`src/rtl/ascon_pack.sv`:
```
// Shared types, round-count constants and round-constant helper for the
// Ascon permutation datapath and its sequencer.
package ascon_pack;

  // Word 0 is x0; each word is 64 bits with bit 0 as the LSB.
  typedef logic [4:0][63:0] type_state;

  typedef enum logic [1:0] {
    ST_IDLE,
    ST_RUN,
    ST_DONE
  } seq_state_t;

  localparam int ROUNDS_A = 12;
  localparam int ROUNDS_B = 6;

  localparam logic [3:0] FIRST_ROUND_A = 4'd0;
  localparam logic [3:0] FIRST_ROUND_B = 4'(ROUNDS_A - ROUNDS_B);
  localparam logic [3:0] LAST_ROUND    = 4'(ROUNDS_A - 1);

  // 5-bit S-box, input/output column ordered {x0,x1,x2,x3,x4} with x0 as MSB.
  localparam logic [4:0] SBOX_TABLE [32] = '{
    5'h04, 5'h0b, 5'h1f, 5'h14, 5'h1a, 5'h15, 5'h09, 5'h02,
    5'h1b, 5'h05, 5'h08, 5'h12, 5'h1d, 5'h03, 5'h06, 5'h1c,
    5'h1e, 5'h13, 5'h07, 5'h0e, 5'h00, 5'h0d, 5'h11, 5'h18,
    5'h10, 5'h0c, 5'h01, 5'h19, 5'h16, 5'h0a, 5'h0f, 5'h17
  };

  localparam int ROT_A [5] = '{19, 61, 1, 10, 7};
  localparam int ROT_B [5] = '{28, 39, 6, 17, 41};

  function automatic logic [7:0] round_constant(input logic [3:0] r);
    return {4'hf - r, r};
  endfunction

endpackage

```
`src/rtl/constant_addition.sv`:
```
// Round-constant addition: xors the round constant into the low byte of x2.
module constant_addition
  import ascon_pack::*;
(
  input  type_state  state,
  input  logic [3:0] round_idx,
  output type_state  result
);

  always_comb begin
    result = state;
    result[2][7:0] = state[2][7:0] ^ round_constant(round_idx);
  end

endmodule

```
`src/rtl/diffusion_layer.sv`:
```
// Linear diffusion layer: each word xored with two right-rotations of itself.
module diffusion_layer
  import ascon_pack::*;
(
  input  type_state state,
  output type_state result
);

  genvar gi;
  for (gi = 0; gi < 5; gi++) begin : g_word
    localparam int RA = ROT_A[gi];
    localparam int RB = ROT_B[gi];

    assign result[gi] = state[gi]
                      ^ {state[gi][RA-1:0], state[gi][63:RA]}
                      ^ {state[gi][RB-1:0], state[gi][63:RB]};
  end

endmodule

```
`src/rtl/permutation_round.sv`:
```
// One combinational Ascon round: constant addition, substitution, diffusion.
module permutation_round
  import ascon_pack::*;
(
  input  type_state  state,
  input  logic [3:0] round_idx,
  output type_state  result
);

  type_state after_const;
  type_state after_sbox;

  constant_addition u_const (
    .state     (state),
    .round_idx (round_idx),
    .result    (after_const)
  );

  substitution_layer u_sbox (
    .state  (after_const),
    .result (after_sbox)
  );

  diffusion_layer u_diff (
    .state  (after_sbox),
    .result (result)
  );

endmodule

```
`src/rtl/substitution_layer.sv`:
```
// Substitution layer: the 5-bit S-box applied to each of the 64 bit-columns.
module substitution_layer
  import ascon_pack::*;
(
  input  type_state state,
  output type_state result
);

  genvar gi;
  for (gi = 0; gi < 64; gi++) begin : g_col
    logic [4:0] col_in;
    logic [4:0] col_out;

    assign col_in  = {state[0][gi], state[1][gi], state[2][gi], state[3][gi], state[4][gi]};
    assign col_out = SBOX_TABLE[col_in];

    assign result[0][gi] = col_out[4];
    assign result[1][gi] = col_out[3];
    assign result[2][gi] = col_out[2];
    assign result[3][gi] = col_out[1];
    assign result[4][gi] = col_out[0];
  end

endmodule

```
`src/rtl/ascon_round_sequencer.sv`:
```
// Iterates one permutation_round per clock to compute p^a (12 rounds) or
// p^b (6 rounds), then holds the result until the consumer acknowledges it.
module ascon_round_sequencer
  import ascon_pack::*;
(
  input  logic       clock_i,
  input  logic       reset_i,
  input  logic       start_i,
  input  logic       rounds_sel_i,
  input  type_state  state_i,
  input  logic       ack_i,
  output logic       busy_o,
  output logic       valid_o,
  output logic [3:0] round_o,
  output type_state  state_o
);

  seq_state_t fsm_reg;
  logic [3:0] round_reg;
  type_state  state_reg;
  type_state  round_next;

  permutation_round u_round (
    .state     (state_reg),
    .round_idx (round_reg),
    .result    (round_next)
  );

  always_ff @(posedge clock_i) begin
    if (reset_i) begin
      fsm_reg   <= ST_IDLE;
      round_reg <= 4'd0;
      state_reg <= '0;
    end else begin
      case (fsm_reg)
        ST_IDLE: begin
          if (start_i) begin
            state_reg <= state_i;
            round_reg <= rounds_sel_i ? FIRST_ROUND_B : FIRST_ROUND_A;
            fsm_reg   <= ST_RUN;
          end
        end
        ST_RUN: begin
          state_reg <= round_next;
          // The counter parks at 0 after the last round instead of wrapping.
          if (round_reg == LAST_ROUND) begin
            round_reg <= 4'd0;
            fsm_reg   <= ST_DONE;
          end else begin
            round_reg <= round_reg + 4'd1;
          end
        end
        ST_DONE: begin
          if (ack_i) begin
            if (start_i) begin
              state_reg <= state_i;
              round_reg <= rounds_sel_i ? FIRST_ROUND_B : FIRST_ROUND_A;
              fsm_reg   <= ST_RUN;
            end else begin
              fsm_reg <= ST_IDLE;
            end
          end
        end
        default: begin
          fsm_reg   <= ST_IDLE;
          round_reg <= 4'd0;
        end
      endcase
    end
  end

  assign busy_o  = (fsm_reg == ST_RUN);
  assign valid_o = (fsm_reg == ST_DONE);
  assign round_o = (fsm_reg == ST_RUN) ? round_reg : 4'd0;
  assign state_o = state_reg;

endmodule

```
`config.mk`:
```
export PLATFORM = sky130hd
export DESIGN_NAME = ascon_round_sequencer
export DESIGN_NICKNAME = d
export VERILOG_FILES = /design/src/rtl/ascon_pack.sv /design/src/rtl/constant_addition.sv /design/src/rtl/diffusion_layer.sv /design/src/rtl/permutation_round.sv /design/src/rtl/substitution_layer.sv /design/src/rtl/ascon_round_sequencer.sv
export SDC_FILE = /design/constraint.sdc
export NUM_CORES = 2
export LEC_CHECK = 0
export BUFFER_PORTS_ARGS = -buffer_cell sky130_fd_sc_hd__buf_4
export CAP_MARGIN = 20
export CORE_MARGIN = 8
export CORE_UTILIZATION = 45
export DETAILED_ROUTE_END_ITERATION = 10
export PLACE_DENSITY = 0.81
export SLEW_MARGIN = 10
export SYNTH_ARGS = -nofsm -noshare
export SYNTH_HDL_FRONTEND = slang
export SYNTH_HIERARCHICAL = 1
export SYNTH_SLANG_ARGS = --single-unit
```
`constraint.sdc`:
```
create_clock -name clock_i -period 2.2 [get_ports clock_i]
set_input_delay 0.44 -clock clock_i [delete_from_list [all_inputs] [get_ports clock_i]]
set_output_delay 0.44 -clock clock_i [all_outputs]
set_load 0.01 [all_outputs]
```
==> summary.md <==
| Metric | Value |
|---|---|
| Number of I/O pins | `651` |
| Drt pass-1 iters | `5` |
| Port Buffers | `650` |
| Max Freq | `421 MHz` |
| Post-Layout Cell Count | `6,778` |
| Clk_lat worst skew | `0.60 ns` |
| # hold bufs at CTS | `0` |
| CORE AREA | `87,800 µm²` |
| Syn_nets | `5,056` |
| Status | `finished, violations left` |
| Synth unique cells | `46` |
| Post-DP HPWL | `154,000 µm` |
| Crit path max fanout | `6` |
| Die area | `97,700 µm²` |
| Fillers | `6,738` |
| Antenna violations before repair | `2` |
| Number of synthesized flops with an enable pin | `0` |
| RSZ-0062 raised after global routing | `yes` |
| Antenna-violating nets left | `0` |
| Adder-Cell Fraction of Synth Area | `0.119` |
| Via density | `5.86` |
| DRC viols | `0` |
| Initial drt markers | `4,683` |
| Max-cap violations | `0` |
| Final setup violation count | `62` |
| WS Path Type | `flop to flop` |
| Worst setup SP type | `flop` |
| Final period util | `1.08` |
| Cell family with most CP delay | `compound AO/OA/AOI/OAI gates` |
| Top cells by area, synth | `xor3_1, dfxtp_1, ha_1` |
| Failing checks | `negative setup slack` |
| Synth Register Bits | `326` |
| Pwr Density | `1420 nW/µm²` |
| Post-Synth XOR/XNOR Area | `0.242` |
| Chip Height | `313 µm` |
| TritonCTS Buffers | `44` |
| Worst slew pin tran | `0.764 ns` |
| Max Clock Skew | `0.0236 ns` |
| # clock sinks | `326` |
| Setup TNS Final | `-3.55 ns` |
| Critical Path AT | `2.87 ns` |
| LEAKAGE | `27.2 nW` |
| Final instance area | `57,000 µm²` |
| Minimum clock period | `2.38 ns` |
| Largest area contributor in the netlist | `xor3_1` |
| Placed inst area | `50,800 µm²` |
| Syn_area_per_cell | `9.07 µm²` |
| Via count | `39,700` |
| Die X | `313 µm` |
| Max FFs per register | `320` |
| Clock slew at reported path FFs | `0.06 ns` |
| Initial core utilization | `0.451` |
| Root Buffer | `clkbuf_16` |
| CTS tree | `done` |
| Total Wirelength | `193,000 µm` |
| Global route total overflow | `0` |
| Layout cells sized above 1 | `0.530` |
| Slew HR | `0.485` |
| First-pass GRT wire length | `261,000 µm` |
| Peak supply drop | `0.768 mV` |
| Total chip power | `80.8 mW` |
| Synth warnings | `6` |
| CP peak stage delay | `0.38 ns` |
| Final core utilization | `0.650` |
| Multiplexer share of the synthesized area | `0.0169` |
| Critical-path cell list | `inv_2, ha_4, o21ai_2, o21ai_0, a221oi_2, buf_4, buf_6, xor3_1, nand2_1, a311oi_2` |
| # H-tree levels | `2` |
| Worst setup EP type | `flop` |
| Hold Path Class | `primary input to flop` |
| Ys flop type | `dfxtp_1` |
| Crit-path slowest cell | `a221oi_2` |
| Sequential share of the synthesized area | `0.165` |
| Final Hold Viols | `0` |
| Worst EP required | `2.69 ns` |
| Gate Count Post-Synth | `4,364` |
| Largest family of logic cells by synthesized area | `XOR/XNOR gates` |
| Vias in the first global route | `37,500` |
| Synth-to-Final Area Change | `44.1%` |
| Placed insts | `6,555` |
| Cell area after synthesis | `39,600 µm²` |
| Final #Nets | `6,278` |
| Yosys top cell area share | `0.187` |
| PnR worst setup slack | `-0.177 ns` |
| Row cnt | `109` |
| Ys async rst share | `0` |
| Post-Synth Simple-Gate Area | `0.158` |
| Max-slew violation count | `0` |
| Final Wtd Congestion | `1.07` |
| Synth Area in Compound Gates | `0.183` |
| Clock Tree Buf Depth | `3` |
| Total track usage | `0.361` |
| Largest net degree at the start of global routing | `72` |
| Per-cell routed wire length | `28.5 µm` |
| CP Buf/Inv Count | `3` |
placed cells by master, fill, tap and decap left out, types with 23 or more instances in the layout:
cell type / count
nor2_1: 518
nor3_2: 68
xor3_2: 42
xnor2_1: 67
nand2_1: 665
o21ai_0: 81
clkbuf_16: 45
buf_6: 109
inv_2: 82
xor2_1: 99
inv_1: 88
ha_1: 248
o21ai_2: 25
dfxtp_2: 141
mux2_4: 53
ha_4: 98
o21ai_1: 50
buf_4: 1541
dfxtp_4: 24
inv_4: 23
buf_12: 89
a311oi_2: 304
nor3_1: 75
xor2_2: 33
dfxtp_1: 161
xor3_1: 270
nand2_2: 75
a21oi_1: 155
synth_stat cells, types with 17 or more instances:
| library cell | count |
|---|---|
| buf_2 | 68 |
| o32a_1 | 17 |
| nand2b_1 | 22 |
| nor2_1 | 534 |
| nor2b_1 | 20 |
| o21ai_0 | 156 |
| a221oi_2 | 17 |
| clkbuf_1 | 105 |
| nand2_1 | 748 |
| mux2_2 | 56 |
| xor2_1 | 137 |
| inv_1 | 193 |
| and2_4 | 17 |
| xnor2_1 | 86 |
| buf_4 | 342 |
| a21oi_1 | 182 |
| a311oi_1 | 45 |
| dfxtp_1 | 326 |
| ha_1 | 367 |
| a311oi_2 | 280 |
| buf_6 | 48 |
| a211oi_1 | 20 |
| xor3_1 | 312 |
| and3_1 | 23 |
| nor3_1 | 147 |
layout make-up:
class,count,area (µm²),share of cell area
Clock buffer,63,1310,0.0230
Antenna cell,2,5.00,0.0000877
Tap cell,1165,1460,0.0256
Timing Repair Buffer,1741,14600,0.256
Multi-Input combinational cell,3279,32000,0.561
Inverter,194,793,0.0139
Clock inverter,8,100,0.00175
Sequential cell,326,6790,0.119
path summary, 6_finish.rpt:
kind                     start      endpoint  slack (ns)  depth (start not counted)
setup / recovery  state_o[309]  state_o[117]       -0.18                         10
hold / removal      state_i[1]    state_o[1]        0.13                          3
setup reg to reg  state_o[309]  state_o[117]       -0.18                         10
hold reg to reg    state_o[93]   state_o[93]        0.59                          2
worst register-to-register path, delay by kind of cell, from the launching register on:
kind,cells,cell delay [ns]
DFF,1,0.34
buffers and inverters,3,0.41
adders and majority gates,1,0.26
AOI/OAI and AO/OA,4,0.95
xor gates and xnor gates,1,0.21
and+or+nand+nor,1,0.09
per-layer routing:
metal / vias up / share of wire / GRT usage
met4: 0 / 0.091 / 0.240
met5: - / 0 / 0
met3: 706 / 0.097 / 0.0655
met1: 19400 / 0.37 / 0.440
li1: 17200 / - / -
met2: 2461 / 0.45 / 0.581
power by group:
group / leakage, nW / internal (mW) / switching (mW) / total [mW]
registers: 2.77 / 7.04 / 1.63 / 8.68
clock network: 0.697 / 4.34 / 3.11 / 7.45
logic: 23.8 / 33.8 / 31.0 / 64.7
metrics by stage:
step / hold slack, ns / worst slack [ns]
after floorplan: 0.493 / -0.0861
after global placement: 0.561 / -0.465
after detailed placement: 0.576 / -0.443
after CTS: 0.0970 / -0.119
after global routing: 0.142 / -0.202
final: 0.128 / -0.177
cells by family after synthesis:
family                     after synthesis
and+or+nand+nor                       1531
AOI/OAI and AO/OA                      767
buffers and inverters                  759
xor gates and xnor gates               543
adders and majority gates              378
DFF                                    326
muxes                                   60
repair_timing:
| action | CTS | global route |
|---|---|---|
| gates resized for setup | 437 | 576 |
| pin swaps | 212 | 336 |
| setup endpoints to repair | 218 | 217 |
| setup buffers | 87 | 91 |
| endpoints found under the hold margin | 0 | 0 |
Power figures use the tool's default switching activity.
